[src/rtl/axi_regfile_if.sv]
// axi_regfile_if: AXI4-Lite signal bundle between the PS interconnect and the
// register file. The slave modport is the register-file side, the master
// modport is the driving side.
interface axi_regfile_if #(
  parameter int ADDR_WIDTH = 6,
  parameter int DATA_WIDTH = 32
);
  localparam int STRB_W = DATA_WIDTH / 8;

  logic [ADDR_WIDTH-1:0] s_axi_awaddr;
  logic [2:0]            s_axi_awprot;
  logic                  s_axi_awvalid;
  logic                  s_axi_awready;
  logic [DATA_WIDTH-1:0] s_axi_wdata;
  logic [STRB_W-1:0]     s_axi_wstrb;
  logic                  s_axi_wvalid;
  logic                  s_axi_wready;
  logic [1:0]            s_axi_bresp;
  logic                  s_axi_bvalid;
  logic                  s_axi_bready;
  logic [ADDR_WIDTH-1:0] s_axi_araddr;
  logic [2:0]            s_axi_arprot;
  logic                  s_axi_arvalid;
  logic                  s_axi_arready;
  logic [DATA_WIDTH-1:0] s_axi_rdata;
  logic [1:0]            s_axi_rresp;
  logic                  s_axi_rvalid;
  logic                  s_axi_rready;

  modport slave (
    input  s_axi_awaddr, s_axi_awprot, s_axi_awvalid,
    output s_axi_awready,
    input  s_axi_wdata, s_axi_wstrb, s_axi_wvalid,
    output s_axi_wready,
    output s_axi_bresp, s_axi_bvalid,
    input  s_axi_bready,
    input  s_axi_araddr, s_axi_arprot, s_axi_arvalid,
    output s_axi_arready,
    output s_axi_rdata, s_axi_rresp, s_axi_rvalid,
    input  s_axi_rready
  );

  modport master (
    output s_axi_awaddr, s_axi_awprot, s_axi_awvalid,
    input  s_axi_awready,
    output s_axi_wdata, s_axi_wstrb, s_axi_wvalid,
    input  s_axi_wready,
    input  s_axi_bresp, s_axi_bvalid,
    output s_axi_bready,
    output s_axi_araddr, s_axi_arprot, s_axi_arvalid,
    input  s_axi_arready,
    input  s_axi_rdata, s_axi_rresp, s_axi_rvalid,
    output s_axi_rready
  );
endinterface

[src/rtl/axi_regfile.sv]
// axi_regfile: AXI4-Lite slave with NUM_REGS byte-strobed read/write registers,
// presented to fabric logic as a flat reg_q bus. AW and W may arrive in either
// order; out-of-range accesses answer SLVERR and touch nothing.
// Optional feature macro: AXI_REGFILE_WR_PULSE_EN adds the reg_wr_pulse port,
// a one-cycle strobe per register after each committed in-range write.
module axi_regfile #(
  parameter int DATA_WIDTH = 32,
  parameter int ADDR_WIDTH = 6,
  parameter int NUM_REGS   = 8
) (
  input  logic                           s_axi_aclk,
  input  logic                           s_axi_aresetn,
  axi_regfile_if.slave                   s_axi,
  output logic [NUM_REGS*DATA_WIDTH-1:0] reg_q
`ifdef AXI_REGFILE_WR_PULSE_EN
  ,
  output logic [NUM_REGS-1:0]            reg_wr_pulse
`endif
);
  localparam int STRB_W   = DATA_WIDTH / 8;
  localparam int ADDR_LSB = $clog2(STRB_W);
  localparam int IDX_W    = ADDR_WIDTH - ADDR_LSB;
  localparam logic [IDX_W:0] NUM_REGS_V  = (IDX_W + 1)'(NUM_REGS);
  localparam logic [1:0]     RESP_OKAY   = 2'b00;
  localparam logic [1:0]     RESP_SLVERR = 2'b10;

  typedef enum logic [2:0] {
    WR_INIT      = 3'd0,
    WR_IDLE      = 3'd1,
    WR_WAIT_DATA = 3'd2,
    WR_WAIT_ADDR = 3'd3,
    WR_RESP      = 3'd4
  } wr_state_e;

  typedef enum logic [1:0] {
    RD_INIT = 2'd0,
    RD_IDLE = 2'd1,
    RD_DATA = 2'd2
  } rd_state_e;

  // Register storage
  logic [DATA_WIDTH-1:0] regs_r [NUM_REGS];

  // Write channel
  wr_state_e             wr_state_r, wr_next_s;
  logic                  awready_r, wready_r, bvalid_r;
  logic [1:0]            bresp_r;
  logic [IDX_W-1:0]      aw_idx_r;
  logic [DATA_WIDTH-1:0] wdata_r;
  logic [STRB_W-1:0]     wstrb_r;
  logic                  aw_hs_s, w_hs_s, wr_commit_s, wr_in_range_s;
  logic [IDX_W-1:0]      wr_idx_s;
  logic [DATA_WIDTH-1:0] wr_data_s;
  logic [STRB_W-1:0]     wr_strb_s;

  // Read channel
  rd_state_e             rd_state_r, rd_next_s;
  logic                  arready_r, rvalid_r;
  logic [1:0]            rresp_r;
  logic [DATA_WIDTH-1:0] rdata_r, rd_mux_s;
  logic                  ar_hs_s, rd_in_range_s;
  logic [IDX_W-1:0]      rd_idx_s;

  // Protection bits and sub-word address bits carry no meaning here
  logic unused_s;
  assign unused_s = ^{s_axi.s_axi_awprot, s_axi.s_axi_arprot,
                      s_axi.s_axi_awaddr[ADDR_LSB-1:0], s_axi.s_axi_araddr[ADDR_LSB-1:0]};

  assign aw_hs_s = s_axi.s_axi_awvalid & awready_r;
  assign w_hs_s  = s_axi.s_axi_wvalid  & wready_r;
  assign ar_hs_s = s_axi.s_axi_arvalid & arready_r;

  assign s_axi.s_axi_awready = awready_r;
  assign s_axi.s_axi_wready  = wready_r;
  assign s_axi.s_axi_bvalid  = bvalid_r;
  assign s_axi.s_axi_bresp   = bresp_r;
  assign s_axi.s_axi_arready = arready_r;
  assign s_axi.s_axi_rvalid  = rvalid_r;
  assign s_axi.s_axi_rdata   = rdata_r;
  assign s_axi.s_axi_rresp   = rresp_r;

  // Pick the commit operands: latched copies for the half that arrived earlier
  always_comb begin
    wr_idx_s  = s_axi.s_axi_awaddr[ADDR_WIDTH-1:ADDR_LSB];
    wr_data_s = s_axi.s_axi_wdata;
    wr_strb_s = s_axi.s_axi_wstrb;
    if (wr_state_r == WR_WAIT_DATA) begin
      wr_idx_s = aw_idx_r;
    end else if (wr_state_r == WR_WAIT_ADDR) begin
      wr_data_s = wdata_r;
      wr_strb_s = wstrb_r;
    end else begin
      wr_idx_s = s_axi.s_axi_awaddr[ADDR_WIDTH-1:ADDR_LSB];
    end
    wr_in_range_s = ({1'b0, wr_idx_s} < NUM_REGS_V);
  end

  // Write FSM next state and commit strobe
  always_comb begin
    wr_next_s   = wr_state_r;
    wr_commit_s = 1'b0;
    case (wr_state_r)
      WR_INIT: wr_next_s = WR_IDLE;
      WR_IDLE: begin
        if (aw_hs_s && w_hs_s) begin
          wr_commit_s = 1'b1;
          wr_next_s   = WR_RESP;
        end else if (aw_hs_s) begin
          wr_next_s = WR_WAIT_DATA;
        end else if (w_hs_s) begin
          wr_next_s = WR_WAIT_ADDR;
        end else begin
          wr_next_s = WR_IDLE;
        end
      end
      WR_WAIT_DATA: begin
        if (w_hs_s) begin
          wr_commit_s = 1'b1;
          wr_next_s   = WR_RESP;
        end else begin
          wr_next_s = WR_WAIT_DATA;
        end
      end
      WR_WAIT_ADDR: begin
        if (aw_hs_s) begin
          wr_commit_s = 1'b1;
          wr_next_s   = WR_RESP;
        end else begin
          wr_next_s = WR_WAIT_ADDR;
        end
      end
      WR_RESP: begin
        if (s_axi.s_axi_bready) begin
          wr_next_s = WR_IDLE;
        end else begin
          wr_next_s = WR_RESP;
        end
      end
      default: wr_next_s = WR_INIT;
    endcase
  end

  // Write FSM state, readies derived from next state, response and half-transaction latches
  always_ff @(posedge s_axi_aclk or negedge s_axi_aresetn) begin
    if (!s_axi_aresetn) begin
      wr_state_r <= WR_INIT;
      awready_r  <= 1'b0;
      wready_r   <= 1'b0;
      bvalid_r   <= 1'b0;
      bresp_r    <= RESP_OKAY;
      aw_idx_r   <= '0;
      wdata_r    <= '0;
      wstrb_r    <= '0;
    end else begin
      wr_state_r <= wr_next_s;
      awready_r  <= (wr_next_s == WR_IDLE) || (wr_next_s == WR_WAIT_ADDR);
      wready_r   <= (wr_next_s == WR_IDLE) || (wr_next_s == WR_WAIT_DATA);
      bvalid_r   <= (wr_next_s == WR_RESP);
      if (wr_commit_s) begin
        bresp_r <= wr_in_range_s ? RESP_OKAY : RESP_SLVERR;
      end else if (wr_next_s != WR_RESP) begin
        bresp_r <= RESP_OKAY;
      end
      if (aw_hs_s) begin
        aw_idx_r <= s_axi.s_axi_awaddr[ADDR_WIDTH-1:ADDR_LSB];
      end
      if (w_hs_s) begin
        wdata_r <= s_axi.s_axi_wdata;
        wstrb_r <= s_axi.s_axi_wstrb;
      end
    end
  end

  // Register array: byte-strobed update on the commit edge; out-of-range index matches nothing
  always_ff @(posedge s_axi_aclk or negedge s_axi_aresetn) begin
    if (!s_axi_aresetn) begin
      for (int i = 0; i < NUM_REGS; i++) begin
        regs_r[i] <= '0;
      end
    end else begin
      for (int i = 0; i < NUM_REGS; i++) begin
        if (wr_commit_s && (wr_idx_s == IDX_W'(i))) begin
          for (int b = 0; b < STRB_W; b++) begin
            if (wr_strb_s[b]) begin
              regs_r[i][b*8 +: 8] <= wr_data_s[b*8 +: 8];
            end
          end
        end
      end
    end
  end

  for (genvar g = 0; g < NUM_REGS; g++) begin : g_reg_q
    assign reg_q[g*DATA_WIDTH +: DATA_WIDTH] = regs_r[g];
  end

`ifdef AXI_REGFILE_WR_PULSE_EN
  logic [NUM_REGS-1:0] wr_pulse_r;
  assign reg_wr_pulse = wr_pulse_r;

  // One-cycle strobe for the register that a commit just updated
  always_ff @(posedge s_axi_aclk or negedge s_axi_aresetn) begin
    if (!s_axi_aresetn) begin
      wr_pulse_r <= '0;
    end else begin
      for (int i = 0; i < NUM_REGS; i++) begin
        wr_pulse_r[i] <= wr_commit_s && (wr_idx_s == IDX_W'(i));
      end
    end
  end
`endif

  assign rd_idx_s      = s_axi.s_axi_araddr[ADDR_WIDTH-1:ADDR_LSB];
  assign rd_in_range_s = ({1'b0, rd_idx_s} < NUM_REGS_V);

  // Read data mux, zero when the index selects no register
  always_comb begin
    rd_mux_s = '0;
    for (int i = 0; i < NUM_REGS; i++) begin
      rd_mux_s = rd_mux_s | (regs_r[i] & {DATA_WIDTH{rd_idx_s == IDX_W'(i)}});
    end
  end

  // Read FSM next state
  always_comb begin
    rd_next_s = rd_state_r;
    case (rd_state_r)
      RD_INIT: rd_next_s = RD_IDLE;
      RD_IDLE: begin
        if (ar_hs_s) begin
          rd_next_s = RD_DATA;
        end else begin
          rd_next_s = RD_IDLE;
        end
      end
      RD_DATA: begin
        if (s_axi.s_axi_rready) begin
          rd_next_s = RD_IDLE;
        end else begin
          rd_next_s = RD_DATA;
        end
      end
      default: rd_next_s = RD_INIT;
    endcase
  end

  // Read FSM state and registered R channel; capture uses pre-commit register values
  always_ff @(posedge s_axi_aclk or negedge s_axi_aresetn) begin
    if (!s_axi_aresetn) begin
      rd_state_r <= RD_INIT;
      arready_r  <= 1'b0;
      rvalid_r   <= 1'b0;
      rdata_r    <= '0;
      rresp_r    <= RESP_OKAY;
    end else begin
      rd_state_r <= rd_next_s;
      arready_r  <= (rd_next_s == RD_IDLE);
      rvalid_r   <= (rd_next_s == RD_DATA);
      if (ar_hs_s) begin
        rdata_r <= rd_in_range_s ? rd_mux_s : '0;
        rresp_r <= rd_in_range_s ? RESP_OKAY : RESP_SLVERR;
      end else if ((rd_state_r == RD_DATA) && s_axi.s_axi_rready) begin
        rdata_r <= '0;
        rresp_r <= RESP_OKAY;
      end
    end
  end
endmodule

[src/flat_wrapper.sv]
// flat-port wrapper written by rule: the top's interface ports become plain ports
module axi_regfile_flat 
#(
  parameter int DATA_WIDTH = 32,
  parameter int ADDR_WIDTH = 6,
  parameter int NUM_REGS   = 8
)
  (s_axi_aclk, s_axi_aresetn, reg_q, s_axi_s_axi_awaddr, s_axi_s_axi_awprot, s_axi_s_axi_awvalid, s_axi_s_axi_awready, s_axi_s_axi_wdata, s_axi_s_axi_wstrb, s_axi_s_axi_wvalid, s_axi_s_axi_wready, s_axi_s_axi_bresp, s_axi_s_axi_bvalid, s_axi_s_axi_bready, s_axi_s_axi_araddr, s_axi_s_axi_arprot, s_axi_s_axi_arvalid, s_axi_s_axi_arready, s_axi_s_axi_rdata, s_axi_s_axi_rresp, s_axi_s_axi_rvalid, s_axi_s_axi_rready);
  axi_regfile_if #(.ADDR_WIDTH(ADDR_WIDTH), .DATA_WIDTH(DATA_WIDTH)) s_axi_i ();
  input  logic s_axi_aclk;
  input  logic s_axi_aresetn;
  output logic [NUM_REGS*DATA_WIDTH-1:0] reg_q;
  input wire logic [$bits(s_axi_i.s_axi_awaddr)-1:0] s_axi_s_axi_awaddr;
  input wire logic [$bits(s_axi_i.s_axi_awprot)-1:0] s_axi_s_axi_awprot;
  input wire logic [$bits(s_axi_i.s_axi_awvalid)-1:0] s_axi_s_axi_awvalid;
  output wire logic [$bits(s_axi_i.s_axi_awready)-1:0] s_axi_s_axi_awready;
  input wire logic [$bits(s_axi_i.s_axi_wdata)-1:0] s_axi_s_axi_wdata;
  input wire logic [$bits(s_axi_i.s_axi_wstrb)-1:0] s_axi_s_axi_wstrb;
  input wire logic [$bits(s_axi_i.s_axi_wvalid)-1:0] s_axi_s_axi_wvalid;
  output wire logic [$bits(s_axi_i.s_axi_wready)-1:0] s_axi_s_axi_wready;
  output wire logic [$bits(s_axi_i.s_axi_bresp)-1:0] s_axi_s_axi_bresp;
  output wire logic [$bits(s_axi_i.s_axi_bvalid)-1:0] s_axi_s_axi_bvalid;
  input wire logic [$bits(s_axi_i.s_axi_bready)-1:0] s_axi_s_axi_bready;
  input wire logic [$bits(s_axi_i.s_axi_araddr)-1:0] s_axi_s_axi_araddr;
  input wire logic [$bits(s_axi_i.s_axi_arprot)-1:0] s_axi_s_axi_arprot;
  input wire logic [$bits(s_axi_i.s_axi_arvalid)-1:0] s_axi_s_axi_arvalid;
  output wire logic [$bits(s_axi_i.s_axi_arready)-1:0] s_axi_s_axi_arready;
  output wire logic [$bits(s_axi_i.s_axi_rdata)-1:0] s_axi_s_axi_rdata;
  output wire logic [$bits(s_axi_i.s_axi_rresp)-1:0] s_axi_s_axi_rresp;
  output wire logic [$bits(s_axi_i.s_axi_rvalid)-1:0] s_axi_s_axi_rvalid;
  input wire logic [$bits(s_axi_i.s_axi_rready)-1:0] s_axi_s_axi_rready;
  assign s_axi_i.s_axi_awaddr = s_axi_s_axi_awaddr;
  assign s_axi_i.s_axi_awprot = s_axi_s_axi_awprot;
  assign s_axi_i.s_axi_awvalid = s_axi_s_axi_awvalid;
  assign s_axi_s_axi_awready = s_axi_i.s_axi_awready;
  assign s_axi_i.s_axi_wdata = s_axi_s_axi_wdata;
  assign s_axi_i.s_axi_wstrb = s_axi_s_axi_wstrb;
  assign s_axi_i.s_axi_wvalid = s_axi_s_axi_wvalid;
  assign s_axi_s_axi_wready = s_axi_i.s_axi_wready;
  assign s_axi_s_axi_bresp = s_axi_i.s_axi_bresp;
  assign s_axi_s_axi_bvalid = s_axi_i.s_axi_bvalid;
  assign s_axi_i.s_axi_bready = s_axi_s_axi_bready;
  assign s_axi_i.s_axi_araddr = s_axi_s_axi_araddr;
  assign s_axi_i.s_axi_arprot = s_axi_s_axi_arprot;
  assign s_axi_i.s_axi_arvalid = s_axi_s_axi_arvalid;
  assign s_axi_s_axi_arready = s_axi_i.s_axi_arready;
  assign s_axi_s_axi_rdata = s_axi_i.s_axi_rdata;
  assign s_axi_s_axi_rresp = s_axi_i.s_axi_rresp;
  assign s_axi_s_axi_rvalid = s_axi_i.s_axi_rvalid;
  assign s_axi_i.s_axi_rready = s_axi_s_axi_rready;
  axi_regfile #(.DATA_WIDTH(DATA_WIDTH), .ADDR_WIDTH(ADDR_WIDTH), .NUM_REGS(NUM_REGS)) u_core (.s_axi_aclk(s_axi_aclk), .s_axi_aresetn(s_axi_aresetn), .s_axi(s_axi_i), .reg_q(reg_q));
endmodule
[config.mk]
export PLATFORM = sky130hd
export DESIGN_NAME = axi_regfile_flat
export DESIGN_NICKNAME = d
export VERILOG_FILES = /design/src/rtl/axi_regfile_if.sv /design/src/rtl/axi_regfile.sv /design/src/flat_wrapper.sv
export SDC_FILE = /design/constraint.sdc
export NUM_CORES = 1
export LEC_CHECK = 0
export BUFFER_PORTS_ARGS = -buffer_cell sky130_fd_sc_hd__clkbuf_2
export CORE_MARGIN = 5
export CORE_UTILIZATION = 50
export CTS_BUF_LIST = sky130_fd_sc_hd__clkbuf_2 sky130_fd_sc_hd__clkbuf_4 sky130_fd_sc_hd__clkbuf_8
export CTS_CLUSTER_SIZE = 30
export DETAILED_ROUTE_END_ITERATION = 10
export PLACE_DENSITY = 0.75
export SLEW_MARGIN = 5
export SYNTH_ARGS = -nofsm -noshare
export SYNTH_HDL_FRONTEND = slang
export SYNTH_SLANG_ARGS = --single-unit
[constraint.sdc]
create_clock -name s_axi_aclk -period 3.9 [get_ports s_axi_aclk]
set_clock_uncertainty 0.2 [all_clocks]
set_input_delay 0.585 -clock s_axi_aclk [delete_from_list [all_inputs] [get_ports s_axi_aclk]]
set_output_delay 0.585 -clock s_axi_aclk [all_outputs]
set_load 0.1 [all_outputs]
### After elaboration in Yosys (flattened, before gate mapping)

Index checks and enable logic that the tools add are counted.
Widths: inputs -> output; s select.

| storage, ports and cells | value |
|---|---|
| bits in registers | 342 |
| input port bits | 61 |
| output and inout port bits | 297 |
| logic and storage cells | 170 |

| cells by class | value |
|---|---|
| magnitude comparators | 2 |
| eq/ne operators | 27 |
| mux-type cells | 28 |
| bitwise gates (word level) | 18 |
| reduce and logical (&&, ||, !) cells | 50 |

Operator list:

| operator | count |
|---|---|
| $and 32x32->32 | 8 |
| $or 32x32->32 | 7 |
| $mux 32 | 5 |
| $reduce_and 2->1 | 32 |
| $eq 4x3->1 const B | 8 |
| $mux 2 | 9 |
| $eq 4x2->1 const B | 4 |
| $mux 3 | 5 |
| $pmux 3 s5 | 1 |
| $eq 3x2->1 const B | 4 |
| $mux 4 | 3 |
| $logic_and 1x1->1 | 10 |
| $eq 4x1->1 const B | 2 |
| $logic_not 4->1 | 2 |
| $lt 4x4->1 const B | 2 |
| $eq 3x1->1 const B | 2 |
| $eq 3x3->1 const B | 2 |
| $pmux 2 s3 | 1 |
| $eq 2x1->1 const B | 2 |
| $eq 2x2->1 const B | 2 |
| $reduce_bool 2->1 | 2 |
| $and 1x1->1 | 3 |
| $logic_not 3->1 | 1 |
| $mux 1 | 3 |
| other kinds (4) | 5 |

### Depth between registers and ports, before layout

Gate-level depths: netlist (run 1).

| logic depth | value |
|---|---|
| word-level depth | 11 |
| depth in mapped cells | 10 |
| mapped depth without buffers | 7 |

### Worst setup path before layout (run 1)

No wires, ideal clock.

| timing | value |
|---|---|
| path kind | register to register |
| start point | register u_core.wready_r (netlist: u_core.s_axi.s_axi_wready) |
| end point | register u_core.regs_r, in the netlist u_core.reg_q[168] |
| setup time | 126 ps |
| arrival | 3,247 ps |
| required time | 3,574 ps |
| setup slack | 328 ps |
| stages on the path, launching flop included | 11 |
| path buffers | 3 |
| period minus slack after synthesis | 3,572 ps |
| cell sequence | dfrtp_1 > nand2_1 > clkbuf_1 > clkbuf_1 > inv_1 > ha_1 > and3b_2 > buf_2 > o211ai_2 > a211oi_2 > mux2_2 |

| on the way | value |
|---|---|
| word-level cells in the longest chain between the ends | 6 |
| elaborated cells on any way between the ends | 7 |
| those cells by class | 3 x mux; 1 x bitwise; 3 x reduce/logical |

Ends and longest elaborated chain:

| what | line | source |
|---|---|---|
| start: declaration | axi_regfile.sv:46 | `logic awready_r, wready_r, bvalid_r;` |
| start signal: assignment | axi_regfile.sv:157 | `wready_r <= (wr_next_s == WR_IDLE) \|\| (wr_next_s == WR_WAIT_DATA);` |
| $and 1x1->1 (*) | axi_regfile.sv:70 | `assign w_hs_s = s_axi.s_axi_wvalid & wready_r;` |
| named net u_core.w_hs_s | axi_regfile.sv:51 | `logic aw_hs_s, w_hs_s, wr_commit_s, wr_in_range_s;` |
| $logic_and 1x1->1 | axi_regfile.sv:105 | `if (aw_hs_s && w_hs_s) begin` |
| $mux 1 | axi_regfile.sv:105 |  |
| $pmux 1 s3 (*) | axi_regfile.sv:102 | `case (wr_state_r)` |
| $logic_and 1x1->1 (*) | axi_regfile.sv:182 | `if (wr_commit_s && (wr_idx_s == IDX_W'(i))) begin` |
| $reduce_and 2->1 (no source line) (*) | - |  |
| end signal: indexed assignment | axi_regfile.sv:185 | `regs_r[i][b*8 +: 8] <= wr_data_s[b*8 +: 8];` |
| end: declaration | axi_regfile.sv:42 | `logic [DATA_WIDTH-1:0] regs_r [NUM_REGS];` |

The timed path passes the listed nets; every way through them passes the cells marked *.
A chain may end at the register's enable or synchronous reset.

### Worst setup path after layout (run 1)

| timing | value |
|---|---|
| start point | register u_core.wr_state_r[1] |
| end point | register u_core.regs_r, in the netlist u_core.reg_q[36] |

| on the way | value |
|---|---|
| word-level cells in the longest chain between the ends | 5 |
| elaborated cells on any way between the ends | 12 |
| those cells by class | 4 x eq/ne; 6 x mux; 2 x reduce/logical |

Ends and longest elaborated chain:

| what | line | source |
|---|---|---|
| start: declaration | axi_regfile.sv:45 | `wr_state_e wr_state_r, wr_next_s;` |
| start signal: assignment | axi_regfile.sv:155 | `wr_state_r <= wr_next_s;` |
| $eq 3x2->1 | axi_regfile.sv:87, axi_regfile.sv:102 |  |
| $mux 4 | axi_regfile.sv:87 | `if (wr_state_r == WR_WAIT_DATA) begin` |
| $eq 4x1->1 | axi_regfile.sv:182 |  |
| $logic_and 1x1->1 | axi_regfile.sv:182 |  |
| $reduce_and 2->1 (no source line) | - |  |

Several ways; a longest one is shown, not always the timed one.

==> impl_metrics.toml, run 1 <==
[sta]
rsz0062_at_grt = "false"
slew_violations = 0
fin_crit_sh_pct = 75.2
finalSetupViolations = 0
hold_violations = 0
tightest_slew_ps = 1100
fin_crit_ps = 2930
fin_setup_tns_ps = 0
hold_slack_ps = 43.2
maxSlewHeadroom_pct = 26.5
fmax_ghz = 0.341
timing.final.ws_setup_ps = 966

[clock_tree]
clkTransAtPathRegs_ps = 70
cts_tree = "built"
root_buffer = "clkbuf_8"
clockBufferDepth = 3
cts-htree-levels = 2
cts.sinks = 340
worstSkewPairLatency_ps = 590
cts_made_buffers = 55

[finish]
drive_above_1_share_pct = 59.8
layoutNonFillerInstCount = 1860
nets = 1490
synthToLayoutAreaGrowth_pct = 24.5

[global_route]
met2_usage_pct = 44.8
grt_max_degree = 110
global_route.usage.met3_pct = 8.09
grt.total_usage_pct = 28.0
use_met1_pct = 36.3
antenna_found_initial = 3
grt_pass1_wl_um = 72800
grt_pass1_vias = 12082
top_usage_layer = "met2"
grt_overflow = 0

[synth]
synth.area.top_cells = "dfrtp_1 (56%), mux2_2 (24%), a22oi_1 (6.4%)"
ys_types = 50
synth_ff_type = "dfrtp_1"
synthSimpleGateAreaFrac_pct = 3.78
yosysWarnings = 0
avgSynthCellArea_um2 = 14.7
synth_top_family_by_area = "multiplexers"
yosysTopAreaCellShare_pct = 56.3
synthAdderAreaFrac_pct = 0.0828
async_reset_ff_share_pct = 100
synth_cells = 1028
synth_compound_area_share_pct = 13.2
synth-seq-cells = 340
yosys.area.top_type = "dfrtp_1"
yosysMostFrequentCell = "dfrtp_1"
seq_area_frac_synth_pct = 56.3
synth-edff-count = 0
synthMuxAreaShare_pct = 24.8
synth.cell_area_um2 = 15100
synthTopCellsByCount = "dfrtp_1 (340), mux2_2 (326), a22oi_1 (128), clkbuf_1 (41)"
synth_xor_area_share_pct = 0

[floorplan]
chipHeight_um = 184
pin_count = 358
core-area_um2 = 29700
rows = 63
die-area_um2 = 33800
start_util_pct = 50.9
die_w_um = 184

[worst_hold_path]
hold_class = "input port to flop"

[worst_setup_path]
end_kind = "flop"
startpoint_type = "flop"
path_class = "flop to flop"
critPathMaxFanout = 16
cp.required_ps = 4140
cp.arrival_ps = 3180

[placement]
place_inst = 1760
post-place-ws_ps = 844
portBuffers = 345
dpl.hpwl_um = 33000
globalplace.congestion = 0.843

[drt]
drc_errors = 0
drt_pass1_iterations = 5
drtAntennaViolNets = 0
drt-total-wl_um = 48100
vias = 11311
avgRoutedWirePerCell_um = 25.9
drtIter0Drc = 870
vias_per_cell = 6.08

[flow_run]
drv_cap = 0

[outcome]
status = "complete, no violations"
cell usage in the layout (no fill, tap or decap), drive strengths merged, types with 5 or more instances in the layout:
cell type  instances
dfrtp            340
buf               50
a22o              32
a211oi            32
nor3b              6
clkbuf           426
nand2             17
clkinv            10
nor2               5
mux2             326
nand4             32
nand3              6
mux2i              5
a22oi            128
what timing repair did:
action	in CTS	in global routing
hold endpoints to repair	101	0
setup buffers	0	0
hold buffers	1	0
resized for setup	0	0
sequential cells by signal, indices dropped and copies added (netlist names):
signal / cells
u_core.reg_q: 256
u_core.s_axi.s_axi_rresp: 1
u_core.s_axi.s_axi_awready: 1
u_core.s_axi.s_axi_bresp: 1
u_core.aw_idx_r: 4
u_core.wdata_r: 32
u_core.wstrb_r: 4
u_core.s_axi.s_axi_wready: 1
u_core.rd_state_r: 2
u_core.s_axi.s_axi_rvalid: 1
u_core.s_axi.s_axi_rdata: 32
u_core.wr_state_r: 3
u_core.s_axi.s_axi_bvalid: 1
u_core.s_axi.s_axi_arready: 1
worst max-delay path, stage by stage, from the launching register on:
cell      delay (ps)
dfrtp_1          460
nor3b_2          200
buf_4            240
mux2_2           640
a211oi_4         680
mux2_2           400
kinds of logic (layout without fill, tap and decap cells):
family	Yosys count	in the layout
DFF	340	340
adders and majority gates	1	1
muxes	331	331
AOI/OAI and AO/OA	209	209
and+or+nand+nor	90	90
other	1	3
buffers and inverters	56	496
per-layer routing:
layer	part of all wire, %	up-vias
li1	-	4764
met1	38	5780
met2	48	616
met3	11	149
met4	3.8	2
met5	0.015	-
through the flow:
stage	area, um^2	utilization [%]
2_1_floorplan	15100	-
3_3_place_gp	17600	59.1
3_5_place_dp	17600	59.1
4_1_cts	18800	63.3
5_1_grt	18800	63.3
6_report	18800	63.3
final cells by class:
type                            count  area, um^2
Inverter                            3        11.3
Multi-Input combinational cell    633        6440
Timing Repair Buffer              395        2140
Tap cell                          390         488
Sequential cell                   340        8510
Fill cell                        2270       10900
Clock buffer                       82        1040
Antenna cell                        1        2.50
Clock inverter                     16         191
path summary, 6_finish.rpt:
| check | start | end | slack, ps | cells after the start |
|---|---|---|---|---|
| worst max-delay path | u_core.wr_state_r[1] | u_core.reg_q[36] | 970 | 5 |
| worst min-delay path | s_axi_s_axi_wdata[21] | u_core.wdata_r[21] | 40 | 2 |
| worst max register to register | u_core.wr_state_r[1] | u_core.reg_q[36] | 970 | 5 |
| worst min register to register | u_core.s_axi.s_axi_rresp[1] | u_core.s_axi.s_axi_rresp[1] | 300 | 1 |
| max in group asynchronous | s_axi_aresetn | u_core.reg_q[221] | 2020 | 3 |
| min in group asynchronous | s_axi_aresetn | u_core.reg_q[65] | 460 | 2 |
Power of run 1 is left out: the tool's default activity adds up to more than one toggle a clock period on the data nets, which glitch-free logic cannot reach.
==> run 2, diff against run 1 <==
--- a/config.mk
+++ b/config.mk
@@ -5,13 +5,14 @@
 export SDC_FILE = /design/constraint.sdc
 export NUM_CORES = 1
 export LEC_CHECK = 0
+export ABC_AREA = 1
 export BUFFER_PORTS_ARGS = -buffer_cell sky130_fd_sc_hd__clkbuf_2
 export CORE_MARGIN = 5
 export CORE_UTILIZATION = 50
 export CTS_BUF_LIST = sky130_fd_sc_hd__clkbuf_2 sky130_fd_sc_hd__clkbuf_4 sky130_fd_sc_hd__clkbuf_8
 export CTS_CLUSTER_SIZE = 30
 export DETAILED_ROUTE_END_ITERATION = 10
-export PLACE_DENSITY = 0.75
+export PLACE_DENSITY = 0.74
 export SLEW_MARGIN = 5
 export SYNTH_ARGS = -nofsm -noshare
 export SYNTH_HDL_FRONTEND = slang
==> constraint.sdc (replaced) <==
create_clock -name s_axi_aclk -period 3.1 [get_ports s_axi_aclk]
set_clock_uncertainty 0.2 [all_clocks]
set_input_delay 0.465 -clock s_axi_aclk [delete_from_list [all_inputs] [get_ports s_axi_aclk]]
set_output_delay 0.465 -clock s_axi_aclk [all_outputs]
set_load 0.1 [all_outputs]
==> impl_metrics.toml, run 2 <==
[synth]
async_reset_ff_share_pct = 100
avgSynthCellArea_um2 = 7.65
yosysWarnings = 0
synthTopCellsByCount = "nand2_1 (1109), dfrtp_1 (340), nand4_1 (259), nor2_1 (77), nand3_1 (70)"
synth_cells = 2162
synth.cell_area_um2 = 16500
seq_area_frac_synth_pct = 51.5
synth-edff-count = 0
synth_ff_type = "dfrtp_1"
synth-seq-cells = 340
yosysTopAreaCellShare_pct = 51.5
yosys.area.top_type = "dfrtp_1"
ys_types = 27
synth.area.top_cells = "dfrtp_1 (51%), nand2_1 (25%), nand4_1 (9.8%)"
yosysMostFrequentCell = "nand2_1"

[sta]
rsz0062_at_grt = "false"
tightest_slew_ps = 916
fin_crit_ps = 2880
fin_setup_tns_ps = 0
hold_violations = 0
finalSetupViolations = 0
slew_violations = 0
fin_crit_sh_pct = 92.9
fmax_ghz = 0.347
maxSlewHeadroom_pct = 38.5

[floorplan]
start_util_pct = 50.7
rows = 66
chipHeight_um = 192
die-area_um2 = 36800
pin_count = 358
core-area_um2 = 32600
die_w_um = 192

[clock_tree]
post-cts-setup-buffer-count = 0
cts_made_buffers = 57
worstSkewPairLatency_ps = 600
cts-htree-levels = 2
postCtsHoldBufs = 44
cts.sinks = 340
clockBufferDepth = 3
post_cts_resized = 0
root_buffer = "clkbuf_8"
clkTransAtPathRegs_ps = 60
cts_tree = "built"

[global_route]
antenna_found_initial = 0
grt_max_degree = 82
grt.total_usage_pct = 32.9
grt_pass1_vias = 15687
grt_pass1_wl_um = 94300
grt_overflow = 0

[drt]
vias = 17048
drtAntennaViolNets = 0
vias_per_cell = 5.60
avgRoutedWirePerCell_um = 20.3
drt-total-wl_um = 61800
drc_errors = 0
drtIter0Drc = 2017
drt_pass1_iterations = 6

[worst_setup_path]
slowest_stage = "dfrtp_1"
path_cells = "nor2_4 > nand2_2 > inv_2 > nand2_1 > nand3_4 > buf_12 > nand3_1 > nand2_1 > nand2_1"
cp_slowest_stage_delay_ps = 440
path_class = "flop to flop"
cp.arrival_ps = 3160
startpoint_type = "flop"
cp.required_ps = 3380
critPathMaxFanout = 81
end_kind = "flop"
crit_top_cell = "nand2_1"

[outcome]
status = "complete, no violations"

[finish]
final_cell_mix = "nand2_1 (1108), clkbuf_2 (344), dfrtp_1 (340)"
largest_reg_flops = 256
drive_above_1_share_pct = 21.5
nFillCells = 2844
post-route-util_pct = 62.9
final_common_cell = "nand2_1"
antenna_cells = 0
synthToLayoutAreaGrowth_pct = 24.0
nets = 2622

[placement]
dpl.hpwl_um = 43000
portBuffers = 345
globalplace.congestion = 0.916

[worst_hold_path]
hold_class = "input port to flop"

[flow_run]
drv_cap = 0
[run 2: critical path, delay by kind of cell (launching register included)]
kind	cells	cell delay, ps
flops	1	440
simple gates	7	1350
buf+inv	2	730
[run 2: cell type report]
class / count / area, um^2 / area share, %
clock inverter: 6 / 32.5 / 0.159
sequential: 340 / 8510 / 41.5
timing repair buffer: 472 / 2910 / 14.2
inverter: 66 / 248 / 1.21
tap: 442 / 553 / 2.70
clock buffer: 93 / 1150 / 5.63
multi-input combinational: 1623 / 7100 / 34.6
[run 2: worst paths after layout]
check	from	end	slack [ps]	cells after the start
setup / recovery	u_core.wr_state_r[2]	u_core.reg_q[141]	220	9
max in group asynchronous	s_axi_aresetn	u_core.s_axi.s_axi_rdata[11]	1640	3
min in group asynchronous	s_axi_aresetn	u_core.wdata_r[1]	200	2
setup reg to reg	u_core.wr_state_r[2]	u_core.reg_q[141]	220	9
hold / removal	s_axi_s_axi_bready	u_core.s_axi.s_axi_awready	20	5
hold reg to reg	u_core.s_axi.s_axi_rdata[12]	u_core.s_axi.s_axi_rdata[12]	280	2
[run 2: layer usage]
metal	part of all wire, %	GRT usage, %	wire [um]
met5	0	0	0
met4	3.7	10.9	2260
met3	13	9.72	7770
met2	44	49.3	27200
met1	40	46.2	24600
[run 2: cells by family (layout without fill, tap and decap cells)]
group	Yosys count	after routing	share of synthesized area [%]
simple gates	1536	1536	39.7
flops	340	340	51.5
buf+inv	200	637	6.08
compound gates	84	84	2.69
fa+ha+maj	1	1	0.0757
other cells	1	2	0.0227
[run 2: stage by stage]
| step | std cells | instance area [um^2] | hold slack [ps] | worst slack (ps) |
|---|---|---|---|---|
| floorplan | 2163 | 16500 | -30.6 | 564 |
| global placement | 2899 | 18900 | 256 | 320 |
| detailed placement | 2899 | 18900 | 262 | 273 |
| CTS | 3042 | 20500 | 6.43 | 262 |
| global route | 3042 | 20500 | 47.3 | 4.38 |
| finish | 3042 | 20500 | 24.6 | 219 |
Power of run 2 is left out for the same reason.
==> run 3, diff against run 2 <==
--- a/config.mk
+++ b/config.mk
@@ -5,14 +5,14 @@
 export SDC_FILE = /design/constraint.sdc
 export NUM_CORES = 1
 export LEC_CHECK = 0
-export ABC_AREA = 1
+export ABC_AREA = 0
 export BUFFER_PORTS_ARGS = -buffer_cell sky130_fd_sc_hd__clkbuf_2
 export CORE_MARGIN = 5
 export CORE_UTILIZATION = 50
 export CTS_BUF_LIST = sky130_fd_sc_hd__clkbuf_2 sky130_fd_sc_hd__clkbuf_4 sky130_fd_sc_hd__clkbuf_8
 export CTS_CLUSTER_SIZE = 30
 export DETAILED_ROUTE_END_ITERATION = 10
-export PLACE_DENSITY = 0.74
+export PLACE_DENSITY = 0.75
 export SLEW_MARGIN = 5
 export SYNTH_ARGS = -nofsm -noshare
 export SYNTH_HDL_FRONTEND = slang
==> constraint.sdc (replaced) <==
create_clock -name s_axi_aclk -period 2.7 [get_ports s_axi_aclk]
set_clock_uncertainty 0.2 [all_clocks]
set_input_delay 0.405 -clock s_axi_aclk [delete_from_list [all_inputs] [get_ports s_axi_aclk]]
set_output_delay 0.405 -clock s_axi_aclk [all_outputs]
set_load 0.1 [all_outputs]
==> impl_metrics.toml, run 3 (same netlist as run 1, synthesis figures left out) <==
[sta]
timing.final.ws_setup_ps = 94.0
fmax_ghz = 0.384
maxSlewHeadroom_pct = 48.3
fin_crit_ps = 2610
hold_violations = 0
fin_crit_sh_pct = 96.5
rsz0062_at_grt = "false"
slew_violations = 0
finalSetupViolations = 0
tightest_slew_ps = 760

[worst_hold_path]
hold_class = "input port to flop"
whs_path_depth = 4
whs_endpoint = "u_core.wr_state_r[1]"
min_from = "s_axi_s_axi_awvalid"

[clock_tree]
clockBufferDepth = 3
cts.sinks = 340
worstSkewPairLatency_ps = 600
cts_made_buffers = 54
clkTransAtPathRegs_ps = 60
root_buffer = "clkbuf_8"
cts-htree-levels = 2
cts_tree = "built"
post_cts_resized = 0

[worst_setup_path]
cp.required_ps = 2950
end_kind = "flop"
r2r_end = "u_core.reg_q[102]"
rrSetupSlack_ps = 90
cp.arrival_ps = 2850
startpoint_type = "flop"
path_class = "flop to flop"
critPathMaxFanout = 9
reg2reg_from = "u_core.wr_state_r[0]"
reg2reg_depth = 5

[drt]
vias = 11656
drt-total-wl_um = 50300
drtAntennaViolNets = 0
drc_errors = 0
drtIter0Drc = 909
avgRoutedWirePerCell_um = 26.1
drt_pass1_iterations = 7
vias_per_cell = 6.05

[finish]
fin_area_um2 = 20000
synthToLayoutAreaGrowth_pct = 32.1
drive_above_1_share_pct = 58.8
antenna_cells = 0
final_common_cell = "clkbuf_2"
largest_reg_flops = 256
final_cell_mix = "clkbuf_2 (344), dfrtp_1 (338), mux2_2 (325)"
nets = 1564

[placement]
globalplace.congestion = 0.858
post-place-ws_ps = 59.7
portBuffers = 345
dpl.hpwl_um = 33400
placedInstanceArea_um2 = 18300

[floorplan]
pin_count = 358
core-area_um2 = 29700
rows = 63
die_w_um = 184
chipHeight_um = 184
die-area_um2 = 33800
start_util_pct = 50.9

[global_route]
grt.total_usage_pct = 29.3
grt_max_degree = 67
grt_overflow = 0
grt_pass1_wl_um = 76300
grt_pass1_vias = 12581
antenna_found_initial = 0

[outcome]
status = "complete, no violations"

[flow_run]
drv_cap = 0
run 3: cell count changes in the layout (fill, tap and decap cells not counted), moves of 68 or more:
cell | previous run | this run
nor2_1 | 74 | 4
a22oi_1 | 0 | 128
nand3_1 | 70 | 2
nand4_1 | 259 | 32
nand2_1 | 1108 | 15
mux2_2 | 0 | 325
run 3: what timing repair did:
| item | in CTS | in global routing |
|---|---|---|
| hold buffers | 48 | 0 |
| setup endpoints to repair | 0 | 4 |
| setup buffers | 0 | 1 |
| endpoints found under the hold margin | 102 | 0 |
run 3: per-layer routing:
metal / part of all wire, % / GRT usage [%] / up-vias
li1: - / - / 4894
met1: 39 / 38.1 / 5972
met2: 47 / 46.8 / 626
met3: 10 / 8.17 / 164
met4: 4.1 / 12.2 / 0
met5: 0 / 0 / -
run 3: area by class of cell:
class                   instances  area [um^2]
clock buffers                  87         1050
clock inverters                 5         86.3
fillers                      2162         9760
inverters                       3         11.3
multi-input cells             633         6510
flip-flops and latches        340         8520
well taps                     390          488
repair buffers                470         3300
run 3: critical path, cell delays in order (launching register included):
cell and delay (ps):
dfrtp_1 460, and4b_1 640, o211ai_4 310, a211oi_4 360
buf_12 180, mux2_2 330
run 3: how the worst max path moves through the flow:
stage | start | to | slack, ps | cells after the start
after global placement | s_axi_s_axi_awvalid | u_core.reg_q[43] | 100 | 9
after CTS | u_core.wr_state_r[0] | u_core.reg_q[47] | 70 | 5
after floorplan | u_core.s_axi.s_axi_wready | u_core.reg_q[100] | -180 | 10
after detailed placement | s_axi_s_axi_awvalid | u_core.reg_q[41] | 60 | 9
after global routing | u_core.s_axi.s_axi_awready | u_core.reg_q[214] | 10 | 8
final | u_core.wr_state_r[0] | u_core.reg_q[102] | 90 | 5
run 3: stage by stage:
step | util, % | TNS, ps | hold WS (ps) | cells
2_1_floorplan | - | -34020 | -90.6 | 1029
3_3_place_gp | 61.6 | 0 | 217 | 1787
3_5_place_dp | 61.6 | 0 | 217 | 1787
4_1_cts | 67.1 | 0 | 98.1 | 1927
5_1_grt | 67.2 | 0 | 174 | 1928
6_report | 67.2 | 0 | 144 | 1928
Power of run 3 is left out for the same reason.
